[src/rtl/lampFPU_pkg.sv]
// lampFPU_pkg: shared FPU widths, constants and types used by the sqrt/invsqrt output stage.
package lampFPU_pkg;
  localparam int LAMP_FLOAT_S_DW = 1;
  localparam int LAMP_FLOAT_E_DW = 8;
  localparam int LAMP_FLOAT_F_DW = 7;
  localparam int LAMP_FLOAT_DW = LAMP_FLOAT_S_DW + LAMP_FLOAT_E_DW + LAMP_FLOAT_F_DW;
  localparam int LAMP_FLOAT_E_BIAS = 127;
  localparam int LAMP_FLOAT_E_MAX = 255;
  localparam logic [LAMP_FLOAT_DW-1:0] LAMP_FLOAT_QNAN = 16'h7FC0;
  localparam logic [LAMP_FLOAT_DW-1:0] LAMP_FLOAT_INF = 16'h7F80;
  localparam logic [LAMP_FLOAT_DW-1:0] LAMP_FLOAT_MAXF = 16'h7F7F;
  typedef enum logic [1:0] {RNE, RTZ, RUP, RDN} rndModeT;
  typedef struct packed {
    logic invalid;
    logic divZero;
    logic overflow;
    logic underflow;
    logic inexact;
  } sqrtFlagsT;
endpackage

[src/rtl/sqrt_round_decide.sv]
// sqrt_round_decide: combinational round-increment and inexact decision from the lsb/G/R/sticky bits.
module sqrt_round_decide
  import lampFPU_pkg::*;
(
  input  logic [4:0] i_lgrs,
  input  logic       i_s,
  input  rndModeT    i_rm,
  output logic       o_incr,
  output logic       o_inexact
);
  logic w_sticky;
  always_comb begin
    w_sticky = |i_lgrs[1:0] | i_lgrs[2];
    o_inexact = i_lgrs[3] | w_sticky;
    o_incr = (i_rm == RTZ) ? 1'b0 :
             (i_rm == RUP) ? o_inexact & !i_s :
             (i_rm == RDN) ? o_inexact & i_s :
             i_lgrs[3] & (w_sticky | i_lgrs[4]);
  end
endmodule

[src/rtl/sqrt_round_pack.sv]
// sqrt_round_pack: 2-stage round/bias/special-override/pack for SQRT and INV_SQRT results.
// Optional rounding-mode input enabled by `LAMP_SQRT_RMODES_EN (RNE only otherwise).
module sqrt_round_pack
  import lampFPU_pkg::*;
(
  input  logic                       clk,
  input  logic                       rst,
`ifdef LAMP_SQRT_RMODES_EN
  input  logic [1:0]                 rndMode_i,
`endif
  input  logic                       valid_i,
  output logic                       ready_o,
  input  logic                       doInvSqrt_i,
  input  logic [LAMP_FLOAT_S_DW-1:0] s_i,
  input  logic [LAMP_FLOAT_E_DW-1:0] e_i,
  input  logic [LAMP_FLOAT_F_DW+4:0] f_i,
  input  logic                       isZ_i,
  input  logic                       isInf_i,
  input  logic                       isSNAN_i,
  input  logic                       isQNAN_i,
  output logic [LAMP_FLOAT_DW-1:0]   res_o,
  output logic                       valid_o,
  input  logic                       ready_i,
  output logic                       isInvalid_o,
  output logic                       isDivZero_o,
  output logic                       isOverflow_o,
  output logic                       isUnderflow_o,
  output logic                       isInexact_o
);
  localparam int EW = LAMP_FLOAT_E_DW + 2;
  localparam int MW = LAMP_FLOAT_F_DW + 1;
  localparam int DW = LAMP_FLOAT_DW;
  localparam logic [EW-1:0] EMAX = EW'(LAMP_FLOAT_E_MAX);
  rndModeT w_rm;
  logic w_incr, w_inexact, w_nan, w_neg, w_sat, w_en1, w_en2, w_ovf, w_unf;
  logic signed [EW-1:0] w_eb, w_eb2;
  logic [MW:0] w_m;
  logic [DW-1:0] w_szero, w_spec_res, w_res;
  sqrtFlagsT w_spec_fl, w_fl;
  logic r1_v, r1_spec, r1_incr, r1_inexact, r1_sat, r2_v;
  logic signed [EW-1:0] r1_eb;
  logic [MW-1:0] r1_m;
  logic [DW-1:0] r1_spec_res, r2_res;
  sqrtFlagsT r1_spec_fl, r2_fl;
`ifdef LAMP_SQRT_RMODES_EN
  assign w_rm = rndModeT'(rndMode_i);
  assign w_sat = (w_rm == RTZ) | ((w_rm == RDN) & !s_i[0]);
`else
  assign w_rm = RNE;
  assign w_sat = 1'b0;
`endif
  sqrt_round_decide u_decide (
    .i_lgrs   (f_i[4:0]),
    .i_s      (s_i[0]),
    .i_rm     (w_rm),
    .o_incr   (w_incr),
    .o_inexact(w_inexact)
  );
  always_comb begin
    w_nan = isSNAN_i | isQNAN_i;
    w_neg = s_i[0] & !isZ_i;
    w_eb = {{2{e_i[LAMP_FLOAT_E_DW-1]}}, e_i} + EW'(LAMP_FLOAT_E_BIAS);
    w_szero = {s_i, {(DW-1){1'b0}}};
    w_spec_res = (w_nan | w_neg) ? LAMP_FLOAT_QNAN :
                 isZ_i ? (doInvSqrt_i ? (w_szero | LAMP_FLOAT_INF) : w_szero) :
                 doInvSqrt_i ? '0 : LAMP_FLOAT_INF;
    w_spec_fl = '0;
    w_spec_fl.invalid = w_nan ? isSNAN_i : w_neg;
    w_spec_fl.divZero = !w_nan & !w_neg & isZ_i & doInvSqrt_i;
    // mantissa all-ones plus one leaves the low F bits zero, so the carry needs no fraction mask
    w_m = {1'b0, r1_m} + (MW+1)'(r1_incr);
    w_eb2 = r1_eb + EW'(w_m[MW]);
    w_ovf = !w_eb2[EW-1] & (w_eb2 >= EMAX);
    w_unf = w_eb2[EW-1] | (w_eb2 == '0);
    w_res = r1_spec ? r1_spec_res :
            w_ovf ? (r1_sat ? LAMP_FLOAT_MAXF : LAMP_FLOAT_INF) :
            w_unf ? '0 : {1'b0, w_eb2[LAMP_FLOAT_E_DW-1:0], w_m[LAMP_FLOAT_F_DW-1:0]};
    w_fl = r1_spec_fl;
    w_fl.overflow = !r1_spec & w_ovf;
    w_fl.underflow = !r1_spec & !w_ovf & w_unf;
    w_fl.inexact = !r1_spec & (w_ovf | w_unf | r1_inexact);
  end
  assign w_en2 = !r2_v | ready_i;
  assign w_en1 = !r1_v | w_en2;
  assign ready_o = w_en1;
  always_ff @(posedge clk or posedge rst)
    if (rst) begin
      r1_v <= 1'b0;
      r1_spec <= 1'b0;
      r1_spec_res <= '0;
      r1_spec_fl <= '0;
      r1_eb <= '0;
      r1_m <= '0;
      r1_incr <= 1'b0;
      r1_inexact <= 1'b0;
      r1_sat <= 1'b0;
      r2_v <= 1'b0;
      r2_res <= '0;
      r2_fl <= '0;
    end else begin
      if (w_en1) begin
        r1_v <= valid_i;
        if (valid_i) begin
          r1_spec <= w_nan | w_neg | isZ_i | isInf_i;
          r1_spec_res <= w_spec_res;
          r1_spec_fl <= w_spec_fl;
          r1_eb <= w_eb;
          r1_m <= f_i[LAMP_FLOAT_F_DW+4:4];
          r1_incr <= w_incr;
          r1_inexact <= w_inexact;
          r1_sat <= w_sat;
        end
      end
      if (w_en2) begin
        r2_v <= r1_v;
        if (r1_v) begin
          r2_res <= w_res;
          r2_fl <= w_fl;
        end
      end
    end
  assign res_o = r2_res;
  assign valid_o = r2_v;
  assign isInvalid_o = r2_v & r2_fl.invalid;
  assign isDivZero_o = r2_v & r2_fl.divZero;
  assign isOverflow_o = r2_v & r2_fl.overflow;
  assign isUnderflow_o = r2_v & r2_fl.underflow;
  assign isInexact_o = r2_v & r2_fl.inexact;
endmodule

[config.mk]
export PLATFORM = sky130hd
export DESIGN_NAME = sqrt_round_pack
export DESIGN_NICKNAME = d
export VERILOG_FILES = /design/src/rtl/lampFPU_pkg.sv /design/src/rtl/sqrt_round_decide.sv /design/src/rtl/sqrt_round_pack.sv
export SDC_FILE = /design/constraint.sdc
export NUM_CORES = 1
export LEC_CHECK = 0
export CORE_MARGIN = 2
export CORE_UTILIZATION = 41
export CTS_BUF_LIST = sky130_fd_sc_hd__clkbuf_8
export DETAILED_ROUTE_END_ITERATION = 8
export PLACE_DENSITY = 0.69
export SLEW_MARGIN = 0
export SYNTH_ARGS = -nofsm -noshare
export SYNTH_HDL_FRONTEND = slang
export SYNTH_SLANG_ARGS = --single-unit
[constraint.sdc]
create_clock -name clk -period 3.1 [get_ports clk]
set_input_delay 0.465 -clock clk [delete_from_list [all_inputs] [get_ports clk]]
set_output_delay 0.465 -clock clk [all_outputs]
set_load 0.005 [all_outputs]
* Word-level counts from Yosys, hierarchy flattened
Cells that the tools add are included.
** Storage, ports and cells
- Logic and storage cells :: 67
- Register bits :: 62
** Operators by class
- Add/subtract/negate cells :: 3
- Mux-type cells :: 8
- Reduce and logical (&&, ||, !) cells :: 12
- Bitwise operators :: 27
- $lt $le $gt $ge :: 1
** Operator list (number)
- 2-to-1 mux 15 bit :: 4
- 2-to-1 mux 16 bit :: 3
- bitwise AND 1 bit :: 15
- bitwise OR 1 bit :: 12
- adder 10 x 1 -> 10 bit :: 1
- >= comparator 10 x 8 -> 1 bit, second input constant :: 1
- logical NOT 10 bit :: 1
- adder 8 x 1 -> 9 bit :: 1
- adder 8 x 8 -> 9 bit, second input constant :: 1
- logical NOT 1 bit :: 8
- AND reduction 2 bit :: 2
- OR reduction 2 bit :: 1
- 2-to-1 mux 1 bit :: 1

* Logic depth before layout (Yosys ltp)
Gate-level depths: netlist (run 1).
- Word-level depth :: 7
- Mapped depth :: 13
- Mapped depth without buffers :: 12

* Cells and area by module
From an unflattened synthesis (run 1), not the netlist that was laid out.
** Unflattened totals
- Cells, all modules :: 271
- Area total of the unflattened synthesis :: 2658.8 um^2
** Modules (own cells, without submodules)
- sqrt_round_pack :: instances 1, sequential area each 1201.2 um^2, cells each 264, area each 2603.7 um^2
- sqrt_round_decide :: instances 1, sequential area each 0.0 um^2, cells each 7, area each 55.1 um^2

* Worst setup path before layout (run 1)
OpenSTA, ideal clock, no wires.
- Path kind :: register to register
- Start :: register r1_incr
- End :: register r2_res[6] (netlist: res_o[6])
- Arrival :: 2804 ps
- Stages on the path, launching flop included :: 14
- Data required time :: 2999 ps
- Setup slack :: 196 ps
- Clock period less this slack :: 2904 ps
- Library setup time :: 101 ps
- Path through :: dfrtp_1 -> ha_1 -> ha_1 -> nand3_1 -> nor2_1 -> and3_1 -> ha_1 -> ha_1 -> and4_4 -> a21boi_2 -> o2111a_1 -> or2_2 -> clkbuf_1 -> o311ai_2
** Between the ends
- Longest elaborated chain between the ends :: 7
** Ends and longest elaborated chain
- start: declaration :: line sqrt_round_pack.sv:40 : logic r1_v, r1_spec, r1_incr, r1_inexact, r1_sat, r2_v;
- start signal: assignment :: line sqrt_round_pack.sv:109 : r1_incr <= w_incr;
- adder 8 x 1 -> 9 bit * :: line sqrt_round_pack.sv:71 : w_m = {1'b0, r1_m} + (MW+1)'(r1_incr);
- branches (longest 4 deep; another with adder 10 x 1 -> 10 bit)
- 2-to-1 mux 15 bit * :: line sqrt_round_pack.sv:76 : w_ovf ? (r1_sat ? LAMP_FLOAT_MAXF : LAMP_FLOAT_INF) :
- 2-to-1 mux 16 bit * :: line sqrt_round_pack.sv:75 : w_res = r1_spec ? r1_spec_res :
- end signal: assignment :: line sqrt_round_pack.sv:117 : r2_res <= w_res;
- end: declaration :: line sqrt_round_pack.sv:43 : logic [DW-1:0] r1_spec_res, r2_res;
Mark *: on every way between the ends.
A chain may end at the register's enable or synchronous reset.

* Worst setup path in the final report (run 1)
Ends and elaborated chain as after synthesis.

==> results of run 1 <==
[cell usage after synthesis, drive strengths merged]
cell type,count,share of area [%]
a21boi,1,0.43
and3,1,0.24
o41ai,2,0.68
inv,7,1.0
dfrtp,48,46
or2,3,0.72
or2b,1,0.34
mux2i,2,0.77
o2111a,1,0.43
and4,2,0.77
o311ai,1,0.63
nand2,42,6.1
xnor2,11,3.7
a21oi,4,0.77
nor4,2,0.48
a21bo,1,0.63
a22oi,7,2.0
nand2b,4,0.96
and2,7,1.7
or3,1,0.24
nand3,20,3.9
mux2,8,3.5
a211o,1,0.39
a221oi,1,0.34
o21ai,16,3.1
o211a,1,0.39
xor2,6,2.0
a21o,3,0.92
a2111oi,1,0.58
a2bb2oi,1,0.34
o31ai,9,2.6
clkbuf,9,2.5
nand3b,2,0.58
a211oi,2,1.3
ha,5,2.4
buf,5,1.7
nand4,2,1.1
nor2,11,1.6
a31oi,3,0.72
nor3b,1,0.29
nor3,5,0.96
[cell type report]
| type | instances | area share (%) |
|---|---|---|
| inverters | 7 | 0.8083 |
| flip-flops and latches | 48 | 36.95 |
| multi-input cells | 191 | 38.88 |
| clock buffers | 5 | 2.117 |
| well taps | 75 | 2.887 |
| repair buffers | 57 | 17.17 |
| clock inverters | 3 | 1.193 |
[registers in the layout, indices dropped and copies added, names as in the netlist, 2 cells and up]
register,count
r1_eb,9
r1_m,8
r1_spec_fl,2
r1_spec_res,3
r2_fl,5
res_o,16
[routing by layer]
| layer | wire length [um] | track usage, % | vias to the layer above |
|---|---|---|---|
| met3 | 253 | 3.066 | 2 |
| li1 | - | - | 1019 |
| met1 | 2637 | 22.54 | 957 |
| met4 | 51 | 4.839 | 0 |
| met5 | 0 | 0 | - |
| met2 | 2576 | 26.10 | 50 |
[how the worst max path moves through the flow]
stage | start | to | slack [ps] | cells after the start
5_1_grt | r1_incr$_DFFE_PP0P_ | r2_fl[1]$_DFFE_PP0P_ | 70 | 11
2_1_floorplan | r1_incr$_DFFE_PP0P_ | res_o[6]$_DFFE_PP0P_ | 200 | 13
6_report | r1_incr$_DFFE_PP0P_ | res_o[6]$_DFFE_PP0P_ | 250 | 12
3_3_place_gp | r1_incr$_DFFE_PP0P_ | res_o[6]$_DFFE_PP0P_ | 250 | 12
4_1_cts | r1_m[0]$_DFFE_PP0P_ | res_o[6]$_DFFE_PP0P_ | 130 | 12
3_5_place_dp | r1_m[0]$_DFFE_PP0P_ | res_o[6]$_DFFE_PP0P_ | 130 | 12
[power breakdown]
group | switching, mW | internal (mW)
Sequential | 0.0964 | 0.724
Clock | 0.204 | 0.236
Combinational | 0.171 | 0.245
[worst register-to-register path, cell delays in order (launching register included)]
cell	delay, ps
dfrtp_1	360
ha_1	170
ha_1	180
nand3_1	110
nor2_1	170
and3_1	180
ha_1	190
ha_2	210
and4_4	270
a21boi_2	70
o2111a_1	300
or2_4	300
o311ai_2	270
[metrics by stage]
stage | total power, mW | worst slack (ps) | std cells | cell area [um^2]
after floorplan | 1.051 | 195.8 | 260 | 2595
after global placement | 1.240 | 252.7 | 378 | 3138
after detailed placement | 1.256 | 131.6 | 378 | 3138
after CTS | 1.695 | 128.4 | 386 | 3246
after global routing | 1.767 | 69.94 | 386 | 3251
final | 1.677 | 248.7 | 386 | 3251
[cells by family (layout without fill, tap and decap cells)]
kind of cell,after synthesis,count (layout),share of synthesized area (%)
simple gates,104,104,19.91
compound gates,55,55,16.20
flops,48,48,46.29
buf+inv,21,72,5.207
xor+xnor,17,17,5.738
mux,10,10,4.243
fa+ha+maj,5,5,2.411
[what timing repair did]
item	in CTS	in global routing
resized for setup	0	2
hold buffers	0	0
setup endpoints to repair	0	4
==> results.toml, run 1 <==
[sta]
hold_viol = 0
period_minus_slack_ps = 2851
finalCritPeriodShare_pct = 91.98
fmax_ghz = 0.3507
max-slew-margin-rel_pct = 34.80
tns_ps = 0
rsz0062_at_grt = "no"
setup_violations = 0
drv_slew = 0
tightest_slew_ps = 976.6
clock_skew_ps = 6.221
hold_slack_ps = 474.2

[worst_setup_path]
crit_fanout = 7
crit_family = "simple AND/OR/NAND/NOR gates"
path_class = "reg2reg"
cp_cell_sequence = "ha_1 > ha_1 > nand3_1 > nor2_1 > and3_1 > ha_1 > ha_2 > and4_4 > a21boi_2 > o2111a_1 > or2_4 > o311ai_2"
slowest_delay_ps = 360
start_kind = "flop"
r2r_end = "res_o[6]$_DFFE_PP0P_"
path_buf_inv = 0
timing.rr.start = "r1_incr$_DFFE_PP0P_"
critPathCaptureType = "flop"
slowest_stage = "dfrtp_1"
cp_common_cell = "ha_1"
reg2reg_depth = 12
cp.required_ps = 3310
reg2reg_slack_ps = 250
critical_path_arrival_ps = 3060

[clock_tree]
postCtsSetupRepairBufs = 0
clockRootBuffer = "clkbuf_8"
cts_buffers = 5
clock_sinks = 48
cts_tree = "built"
clk_latency_ps = 300
htreeDepth = 2
cts.reportedPaths.clkPinSlew_ps = 90
clock_path_buffers = 2

[hold_path]
min_to = "r2_fl[3]$_DFFE_PP0P_"
hp-class = "reg2reg"
hold_depth = 2
hp-start = "r2_fl[3]$_DFFE_PP0P_"

[logic_synthesis]
synth-seq-cells = 48
ys_warn_count = 0
synth_cell_types = 50
syn_area_um2 = 2595
synth.net_count = 295
synth-seq-area-share_pct = 46.29
synth.avg_cell_area_um2 = 9.981
syn-instance-count = 260

[cells_and_area]
final_common_cell = "clkdlybuf4s50_1"
fillers = 568
final_cell_mix = "clkdlybuf4s50_1 (52), dfrtp_1 (48), nand2_1 (42)"
n_antenna_cell = 0
finish.utilization_pct = 53.95
multi_input_area_um2 = 1264
drive_gt1_share_pct = 11.90
regArea_um2 = 1201
area_growth_pct = 25.27
finalNetCount = 345

[outcome]
outcome = "complete, no violations"

[floorplan]
start_util_pct = 43.06
fp.coreArea_um2 = 6026
fp.dieH_um = 83.56
fp.dieArea_um2 = 6981
design.portCount = 53
fp.dieW_um = 83.56
row_count = 28

[global_routing]
gr-total-overflow = 0
grt_pass1_vias = 1964
antenna_found_initial = 0
grt_use_total_pct = 16.28
grt_pass1_wl_mm = 9.370
grt_max_degree = 49

[drt]
dr.pass1.iters = 4
drc = 0
vias_per_cell = 5.254
wire_per_inst_um = 14.30
route.antenna.remaining_nets = 0
drtIter0Drc = 102
route.final.wire_length_mm = 5.519
vias = 2028

[pwr]
total_leakage_power_nw = 1.382
irDropWorstVdd_mv = 0.2615
power_density_nw_per_um2 = 515.8

[placed_design]
numPortBuffers = 52
globalplace.congestion = 0.9098
hpwl_mm = 4.168

[run]
maxCapViolCount = 0
No activity file was read; power rests on OpenSTA's default activity.
==> run 2, diff against run 1 <==
--- a/config.mk
+++ b/config.mk
@@ -9,7 +9,8 @@
 export CORE_UTILIZATION = 41
 export CTS_BUF_LIST = sky130_fd_sc_hd__clkbuf_8
 export DETAILED_ROUTE_END_ITERATION = 8
-export PLACE_DENSITY = 0.69
+export GPL_TIMING_DRIVEN = 1
+export PLACE_DENSITY = 0.66
 export SLEW_MARGIN = 0
 export SYNTH_ARGS = -nofsm -noshare
 export SYNTH_HDL_FRONTEND = slang
==> constraint.sdc (replaced) <==
create_clock -name clk -period 3.5 [get_ports clk]
set_input_delay 0.525 -clock clk [delete_from_list [all_inputs] [get_ports clk]]
set_output_delay 0.525 -clock clk [all_outputs]
set_load 0.005 [all_outputs]
==> run 2 against run 1 <==
Effect of this change: highest routed layer unchanged; routed wire length down 5.8%; non-clock buffer count is 3 lower; global-route usage decreased by 0.54 points; clock-buffer cell count did not move; total power decreased by 7.7%; cell area fell by 0.19%; sequential cell count stayed put; combinational power shrank 13%.
==> results.toml, run 2 (synthesis gave the netlist of run 1 again) <==
[sta]
hold_viol = 0
fmax_ghz = 0.3296
hold_slack_ps = 471.0
clock_skew_ps = 9.099
setup_violations = 0
period_minus_slack_ps = 3034
worst_slack_ps = 465.9
rsz0062_at_grt = "no"
finalCritPeriodShare_pct = 86.69
tns_ps = 0
tightest_slew_ps = 974.9
drv_slew = 0
max-slew-margin-rel_pct = 34.91

[hold_path]
hp-class = "reg2reg"

[clock_tree]
cts_buffers = 5
cts_resized = 0
clock_sinks = 48
postCtsSetupRepairBufs = 0
clk_latency_ps = 300
cts.reportedPaths.clkPinSlew_ps = 90
htreeDepth = 2
clock_path_buffers = 2
cts_hold_buf = 0
clockRootBuffer = "clkbuf_8"
cts_tree = "built"

[cells_and_area]
largest_register_ffs = 16
instances_no_fill = 382
n_antenna_cell = 0
drive_gt1_share_pct = 10.75
regArea_um2 = 1201
fillers = 590
finalNetCount = 342
multi_input_area_um2 = 1259
final_common_cell = "clkdlybuf4s50_1"
final_cell_mix = "clkdlybuf4s50_1 (52), dfrtp_1 (48), nand2_1 (42)"
area_growth_pct = 25.02

[outcome]
outcome = "complete, no violations"

[global_routing]
gr-total-overflow = 0
grt_use_total_pct = 15.74
grt_pass1_wl_mm = 8.976
grt_pass1_vias = 1847
grt_max_degree = 49
antenna_found_initial = 0

[worst_setup_path]
r2r_end = "res_o[6]$_DFFE_PP0P_"
start_kind = "flop"
cp.required_ps = 3710
reg2reg_depth = 12
reg2reg_slack_ps = 470
critPathCapture = "res_o[6]$_DFFE_PP0P_"
critPathCaptureType = "flop"
critical_path_arrival_ps = 3240
startpoint = "r1_incr$_DFFE_PP0P_"
path_class = "reg2reg"
timing.rr.start = "r1_incr$_DFFE_PP0P_"
crit_fanout = 7

[floorplan]
row_count = 28
fp.dieArea_um2 = 6981
design.portCount = 53
fp.dieH_um = 83.56
start_util_pct = 43.06
fp.coreArea_um2 = 6026
fp.dieW_um = 83.56

[placed_design]
dp_cells = 375
numPortBuffers = 52
pre_cts_slack_ps = 472.0
globalplace.congestion = 0.8956
hpwl_mm = 3.974

[drt]
vias_per_cell = 5.283
wire_per_inst_um = 13.62
dr.pass1.iters = 4
route.antenna.remaining_nets = 0
drc = 0
route.final.wire_length_mm = 5.201
drtIter0Drc = 100
vias = 2018

[run]
maxCapViolCount = 0

[pwr]
power_density_nw_per_um2 = 477.0
total_leakage_power_nw = 1.376
irDropWorstVdd_mv = 0.2682
-- run 2: cell types whose count changed in the layout (fill, tap and decap cells not counted), sizes merged --
cell,previous run,this run
buf,5,2
clkinv,1,0
bufinv,1,2
inv,8,7
-- run 2: through the flow --
step,util [%],total power [mW],instance area [um^2]
floorplan,-,0.9308,2595
global placement,51.70,1.097,3115
detailed placement,51.70,1.106,3115
CTS,53.84,1.565,3244
global route,53.84,1.641,3244
finish,53.84,1.548,3244
-- run 2: how the worst min path moves through the flow --
stage | startpoint | to | slack, ps | cells after the start
final | r2_fl[3]$_DFFE_PP0P_ | r2_fl[3]$_DFFE_PP0P_ | 470 | 2
after global routing | r2_fl[2]$_DFFE_PP0P_ | r2_fl[2]$_DFFE_PP0P_ | 500 | 2
after CTS | r2_fl[4]$_DFFE_PP0P_ | r2_fl[4]$_DFFE_PP0P_ | 480 | 2
after detailed placement | r2_fl[4]$_DFFE_PP0P_ | r2_fl[4]$_DFFE_PP0P_ | 460 | 2
after global placement | r2_fl[3]$_DFFE_PP0P_ | r2_fl[3]$_DFFE_PP0P_ | 450 | 2
after floorplan | r2_fl[3]$_DFFE_PP0P_ | r2_fl[3]$_DFFE_PP0P_ | 440 | 2
-- run 2: where the power goes --
group,switching [mW],internal (mW),total (mW)
logic,0.147,0.215,0.362
clock network,0.178,0.281,0.459
registers,0.0851,0.641,0.726
total,0.410,1.14,1.55
-- run 2: layer usage --
| metal | track usage, % | up-vias | wire [um] |
|---|---|---|---|
| met5 | 0 | - | 0 |
| met3 | 3.363 | 5 | 199 |
| met1 | 21.57 | 955 | 2497 |
| met2 | 24.85 | 44 | 2433 |
| met4 | 5.279 | 0 | 70 |
| li1 | - | 1014 | - |
-- run 2: area by class of cell --
class	instances	share of cell area [%]
clock buffer	5	2.121
clock inverter	2	1.851
inverter	7	0.8099
multi-input combinational	191	38.80
sequential	48	37.02
tap	75	2.892
timing repair buffer	54	16.51
-- run 2: critical path, cell delays in order, from the launching register on --
cell,delay (ps)
dfrtp_1,360
ha_1,170
ha_1,180
nand3_1,110
nor2_1,170
and3_1,170
ha_1,170
ha_1,290
and4_4,290
a21boi_2,70
o2111a_1,300
or2_2,380
o311ai_2,280
